File: src/rtl/dmem_arbiter.sv
// -----------------------------------------------------------------------------
// dmem_arbiter
//
// Two-requester arbiter and sequencer for a single-port data memory
// (8-bit x 128 by default). One request is accepted at a time; the winner's
// address, write-enable and write-data are registered onto the memory port.
// Reads wait RD_LAT cycles after the address is applied, then the memory
// output is captured into the owner's rdata register with a one-cycle rvalid.
//
// Arbitration:
//   default                 round-robin on ties; A wins the first tie after reset
//   DMEM_ARB_FIXED_PRI_EN   fixed priority: A always wins a tie, B can starve
//   Timing is identical in both modes.
//
// Parameters:
//   ADDR_W  memory address width
//   DATA_W  memory data width
//   RD_LAT  cycles from address applied to dataout valid, 1..7
//
// Ports:
//   clk, reset                  clock, asynchronous active-high reset
//   a_req/a_we/a_addr/a_wdata   requester A request (held until a_gnt)
//   a_gnt                       one-cycle pulse, A's request accepted
//   a_rvalid/a_rdata            A read return; a_rdata held between reads
//   b_*                         same set for requester B
//   mem_address/mem_wren/mem_datain   to memory
//   mem_dataout                 from memory
//   busy                        high whenever the sequencer is not idle
// -----------------------------------------------------------------------------
module dmem_arbiter #(
    parameter int ADDR_W = 7,
    parameter int DATA_W = 8,
    parameter int RD_LAT = 1
) (
    input  logic              clk,
    input  logic              reset,

    input  logic              a_req,
    input  logic              a_we,
    input  logic [ADDR_W-1:0] a_addr,
    input  logic [DATA_W-1:0] a_wdata,
    output logic              a_gnt,
    output logic              a_rvalid,
    output logic [DATA_W-1:0] a_rdata,

    input  logic              b_req,
    input  logic              b_we,
    input  logic [ADDR_W-1:0] b_addr,
    input  logic [DATA_W-1:0] b_wdata,
    output logic              b_gnt,
    output logic              b_rvalid,
    output logic [DATA_W-1:0] b_rdata,

    output logic [ADDR_W-1:0] mem_address,
    output logic              mem_wren,
    output logic [DATA_W-1:0] mem_datain,
    input  logic [DATA_W-1:0] mem_dataout,

    output logic              busy
);

    typedef enum logic [1:0] {
        StIdle   = 2'd0,
        StAccess = 2'd1,
        StWait   = 2'd2
    } state_e;

    // WAIT lasts RD_LAT cycles: the counter starts at RD_LAT-1 and the
    // capture happens on the edge where it reads zero.
    localparam logic [2:0] CntInit = 3'(RD_LAT - 1);

    state_e            state_q, state_d;
    logic              last_b_q, last_b_d;    // 1: last grant went to B
    logic              owner_b_q, owner_b_d;  // owner of the access in flight
    logic [2:0]        cnt_q, cnt_d;
    logic [ADDR_W-1:0] mem_address_q, mem_address_d;
    logic              mem_wren_q, mem_wren_d;
    logic [DATA_W-1:0] mem_datain_q, mem_datain_d;
    logic              a_gnt_q, a_gnt_d;
    logic              b_gnt_q, b_gnt_d;
    logic              a_rvalid_q, a_rvalid_d;
    logic              b_rvalid_q, b_rvalid_d;
    logic [DATA_W-1:0] a_rdata_q, a_rdata_d;
    logic [DATA_W-1:0] b_rdata_q, b_rdata_d;

    logic pick_a;
    logic pick_b;

    // Winner selection; only acted upon while idle.
    always_comb begin
`ifdef DMEM_ARB_FIXED_PRI_EN
        pick_a = a_req;
`else
        pick_a = a_req & (~b_req | last_b_q);
`endif
        pick_b = b_req & ~pick_a;
    end

    always_comb begin
        state_d       = state_q;
        last_b_d      = last_b_q;
        owner_b_d     = owner_b_q;
        cnt_d         = cnt_q;
        mem_address_d = mem_address_q;
        mem_wren_d    = 1'b0;
        mem_datain_d  = mem_datain_q;
        a_gnt_d       = 1'b0;
        b_gnt_d       = 1'b0;
        a_rvalid_d    = 1'b0;
        b_rvalid_d    = 1'b0;
        a_rdata_d     = a_rdata_q;
        b_rdata_d     = b_rdata_q;

        unique case (state_q)
            StIdle: begin
                if (pick_a) begin
                    mem_address_d = a_addr;
                    mem_wren_d    = a_we;
                    mem_datain_d  = a_wdata;
                    a_gnt_d       = 1'b1;
                    last_b_d      = 1'b0;
                    owner_b_d     = 1'b0;
                    state_d       = StAccess;
                end else if (pick_b) begin
                    mem_address_d = b_addr;
                    mem_wren_d    = b_we;
                    mem_datain_d  = b_wdata;
                    b_gnt_d       = 1'b1;
                    last_b_d      = 1'b1;
                    owner_b_d     = 1'b1;
                    state_d       = StAccess;
                end
            end

            StAccess: begin
                // mem_wren_q still carries the accepted request's direction.
                if (mem_wren_q) begin
                    state_d = StIdle;
                end else begin
                    cnt_d   = CntInit;
                    state_d = StWait;
                end
            end

            StWait: begin
                if (cnt_q == 3'd0) begin
                    if (owner_b_q) begin
                        b_rdata_d  = mem_dataout;
                        b_rvalid_d = 1'b1;
                    end else begin
                        a_rdata_d  = mem_dataout;
                        a_rvalid_d = 1'b1;
                    end
                    state_d = StIdle;
                end else begin
                    cnt_d = cnt_q - 3'd1;
                end
            end

            default: begin
                state_d = StIdle;
            end
        endcase
    end

    always_ff @(posedge clk or posedge reset) begin
        if (reset) begin
            state_q       <= StIdle;
            last_b_q      <= 1'b1;
            owner_b_q     <= 1'b0;
            cnt_q         <= 3'd0;
            mem_address_q <= '0;
            mem_wren_q    <= 1'b0;
            mem_datain_q  <= '0;
            a_gnt_q       <= 1'b0;
            b_gnt_q       <= 1'b0;
            a_rvalid_q    <= 1'b0;
            b_rvalid_q    <= 1'b0;
            a_rdata_q     <= '0;
            b_rdata_q     <= '0;
        end else begin
            state_q       <= state_d;
            last_b_q      <= last_b_d;
            owner_b_q     <= owner_b_d;
            cnt_q         <= cnt_d;
            mem_address_q <= mem_address_d;
            mem_wren_q    <= mem_wren_d;
            mem_datain_q  <= mem_datain_d;
            a_gnt_q       <= a_gnt_d;
            b_gnt_q       <= b_gnt_d;
            a_rvalid_q    <= a_rvalid_d;
            b_rvalid_q    <= b_rvalid_d;
            a_rdata_q     <= a_rdata_d;
            b_rdata_q     <= b_rdata_d;
        end
    end

    assign a_gnt       = a_gnt_q;
    assign b_gnt       = b_gnt_q;
    assign a_rvalid    = a_rvalid_q;
    assign b_rvalid    = b_rvalid_q;
    assign a_rdata     = a_rdata_q;
    assign b_rdata     = b_rdata_q;
    assign mem_address = mem_address_q;
    assign mem_wren    = mem_wren_q;
    assign mem_datain  = mem_datain_q;
    assign busy        = (state_q != StIdle);

endmodule

File: config.mk
export PLATFORM = sky130hd
export DESIGN_NAME = dmem_arbiter
export DESIGN_NICKNAME = d
export VERILOG_FILES = /design/src/rtl/dmem_arbiter.sv
export SDC_FILE = /design/constraint.sdc
export NUM_CORES = 1
export LEC_CHECK = 0
export ABC_CLOCK_PERIOD_IN_PS = 2400
export CAP_MARGIN = 15
export CORE_MARGIN = 3
export CORE_UTILIZATION = 58
export CTS_BUF_LIST = sky130_fd_sc_hd__clkbuf_8
export CTS_CLUSTER_SIZE = 40
export DETAILED_ROUTE_END_ITERATION = 7
export DONT_BUFFER_PORTS = 1
export GPL_TIMING_DRIVEN = 0
export HOLD_SLACK_MARGIN = 0.15
export PLACE_DENSITY = 0.73
export REMOVE_ABC_BUFFERS = 1
export SLEW_MARGIN = 25
export SYNTH_ARGS = -nofsm -noshare
export SYNTH_HDL_FRONTEND = slang
export SYNTH_SLANG_ARGS = --single-unit
File: constraint.sdc
create_clock -name clk -period 2.4 [get_ports clk]
set_clock_uncertainty 0.1 [all_clocks]
set_input_delay 0.48 -clock clk [delete_from_list [all_inputs] [get_ports clk]]
set_output_delay 0.48 -clock clk [all_outputs]
set_load 0.01 [all_outputs]
==> flow_summary.toml <==
[power_and_ir_drop]
pwr_density_cell_nw_per_um2 = 1290
cellLeakagePower_nw = 0.850
ir_drop_uv = 708

[sta]
final_critical_period_ns = 2.16
final_hold_violation_count = 0
worst_slew_margin_rel_pct = 57.1
fmax_mhz = 464
final.hold.worst_slack_ns = 0.168
report.final.slew_viol_count = 0
fin_crit_sh_pct = 89.8
setup-violations-final = 0
worstMarginPinSlew_ns = 0.640
setup_tns_ns = 0
final_critical_path_setup_slack_ns = 0.245
grt_setup_unrepaired = "false"

[route]
detailroute.via_count = 1345
post_drt_wl_per_cell_um = 18.5
postRouteWirelength_um = 3940
drc = 0
dr.pass1.iters = 4
post_drt_via_cell_ratio = 6.31
initialDrtViolationCount = 40
ant_nets = 0

[floorplanning]
die-height_um = 63.0
fp.dieW_um = 63.0
row_count = 20
design.core.area_sq_um = 3080
pin_count = 81
die_area_sq_um = 3970
initial_utilization_pct = 61.3

[clock_tree]
cts_h_tree_depth = 2
cts_tree = "built"
clk_pin_slew_ns = 0.08
root_buffer = "clkbuf_8"
worstSkewPairLatency_ns = 0.29
numClockSinks = 43
cts_buffers = 5
maximum_clock_insertion_buffer_count = 2

[placement]
pre_cts_ws_ns = 0.240
buffer_ports.inserted = 0
hpwl_um = 2880
gp_routability_congestion = 0.729
placed_cells_incl_taps = 203

[min_path]
min_delay_path_depth = 1
hold_path_class = "input port to flop"
min_from = "a_req"
worst_hold_path.endpoint = "b_gnt$_DFF_PP0_"

[critical_path]
setup_crit_path_kind = "flop to flop"
path_common_cell = "ha_1"
slowest_stage = "nor4b_4"
reg2reg_setup_slack_ns = 0.24
crit_arrival_ns = 2.23
worst_r2r_path_depth = 6
setup.worst_path.start = "cnt_q[0]$_DFFE_PP0P_"
regToRegEndpoint = "a_rdata[0]$_DFFE_PP0P_"
worstPathCellList = "inv_1 -> ha_1 -> ha_1 -> inv_2 -> nor4b_4 -> mux2_2"
crit_path_required_time_ns = 2.48
cpLargestDelayFamily = "simple AND/OR/NAND/NOR gates"
critical_path.n_buffers_inverters = 2
worstSetupStartpointType = "flop"
critical_path.max_stage_delay_ns = 0.56
kind_of_capture_point_of_the_worst_setup_path = "flop"
timing.critical_path.depth = 6
worst_r2r_startpoint = "cnt_q[0]$_DFFE_PP0P_"
worstPathMaxFanout = 9

[layout]
final_nets = 214
finalNonFillerCells = 213
post_route_cells_drive_above_1_share_pct = 18.3
antenna-diode-count = 0
area_growth_syn_to_layout_pct = 8.09

[global_route]
grt_start_max_net_pins = 26
grt_usage_pct = 21.1
grt_pass1_wl_um = 6490
grt_pass1_vias = 1327
grt_antenna_before_repair = 0
overflow = 0

[synth]
post_synth.cell_area_avg_sq_um = 11.0
postSynth.topFlopCell = "dfrtp_1"
synth.most_common_cell = "dfrtp_1"
number_of_enable_type_register_cells_in_the_synthesized_netlist = 0
post-synth-top-area-fraction_pct = 55.7
synthCells = 172
synth.area.mux_share_pct = 9.55
warning_count_from_the_yosys_run = 0
synth-seq-cells = 43
largest_family_of_logic_cells_by_synthesized_area = "compound AO/OA/AOI/OAI gates"
synth_top_area_cell = "dfrtp_1"
post_synth_xor_area_fraction_pct = 0
synth-adder-area-share_pct = 1.33
compound_gate_portion_of_the_synthesized_area_pct = 16.7
most_area_consuming_cells_after_synthesis = "dfrtp_1, mux2_2, a21oi_1, a31oi_1, nand3_1"
synth_top_cells_by_count = "dfrtp_1, a21oi_1"
synth_async_sr_flop_share_pct = 100
fraction_of_the_mapped_netlist_area_in_simple_logic_gates_pct = 10.1
seq_area_frac_synth_pct = 57.1
mappedNetlistArea_sq_um = 1890
synthDistinctLibCells = 28

[flow_run]
max-cap-violations = 0

[status]
status = "complete, no violations"
how the worst max path moves through the flow:
stage	to	slack, ns
global placement	mem_datain[1]$_DFFE_PP0P_	-0.02
CTS	busy	0.11
floorplan	mem_datain[0]$_DFFE_PP0P_	0.42
detailed placement	a_rdata[0]$_DFFE_PP0P_	0.24
finish	a_rdata[0]$_DFFE_PP0P_	0.24
global route	a_rdata[4]$_DFFE_PP0P_	0.05
through the flow:
stage	instance area [sq um]	util (%)	total power, mW
2_1_floorplan	1820	-	1.92
3_3_place_gp	1880	61.0	2.07
3_5_place_dp	1910	62.0	2.14
4_1_cts	2020	65.7	2.64
5_1_grt	2040	66.3	2.80
6_report	2040	66.3	2.63
worst register-to-register path: stages (launching register included):
cell and delay (ns):
dfrtp_1 0.39, inv_1 0.09, ha_1 0.15, ha_1 0.26, inv_2 0.08, nor4b_4 0.56, mux2_2 0.41
power breakdown:
part	total (mW)	switching, mW	internal (mW)
clock network	0.500	0.238	0.262
logic	0.665	0.356	0.309
registers	1.46	0.403	1.06
cell type report:
cell class / count / area [sq um]
inverter: 9 / 33.8
sequential: 43 / 1080
clock inverter: 1 / 7.51
timing repair buffer: 3 / 47.5
tap: 44 / 55.1
fill: 242 / 1040
clock buffer: 7 / 96.3
multi-input combinational: 106 / 722
layer usage:
| layer | GRT usage [%] | up-vias | routed length, um |
|---|---|---|---|
| li1 | - | 612 | - |
| met1 | 24.2 | 658 | 1400 |
| met2 | 35.7 | 69 | 2120 |
| met3 | 8.27 | 6 | 389 |
| met4 | 6.89 | 0 | 29 |
| met5 | 0 | - | 0 |
cell families (layout without fill, tap and decap cells):
logic type      count (synthesis)  after routing
mux                            16             16
fa+ha+maj                       2              2
compound gates                 57             57
buf+inv                        23             20
simple gates                   31             31
flops                          43             43
layout by cell type, fill, tap and decap left out, drive strengths merged:
master / count
nor4b: 4
buf: 1
clkinvlp: 1
nand2: 1
dlygate4sd3: 2
nand3: 16
ha: 2
dfstp: 1
a21o: 2
a211oi: 1
o21ai: 16
clkbuf: 7
a21oi: 21
o211ai: 1
nor3: 1
nor2: 3
dfrtp: 42
nor2b: 1
nand2b: 1
and2: 1
a31oi: 16
or2: 1
nand4b: 1
mux2: 16
inv: 9
nor3b: 1
registers in the layout, summed over array words and instances, names as in the netlist:
| register | count |
|---|---|
| b_rvalid | 1 |
| cnt_q | 3 |
| mem_address | 7 |
| mem_datain | 8 |
| a_gnt | 1 |
| state_q | 2 |
| b_rdata | 8 |
| owner_b_q | 1 |
| last_b_q | 1 |
| b_gnt | 1 |
| mem_wren | 1 |
| a_rdata | 8 |
| a_rvalid | 1 |
what timing repair did:
action | CTS | global route
setup endpoints to repair | 0 | 1
hold endpoints to repair | 17 | 1
buffers inserted | 0 | 0
hold buffers | 1 | 1
resized for setup | 0 | 1
Power figures use the tool's default switching activity.
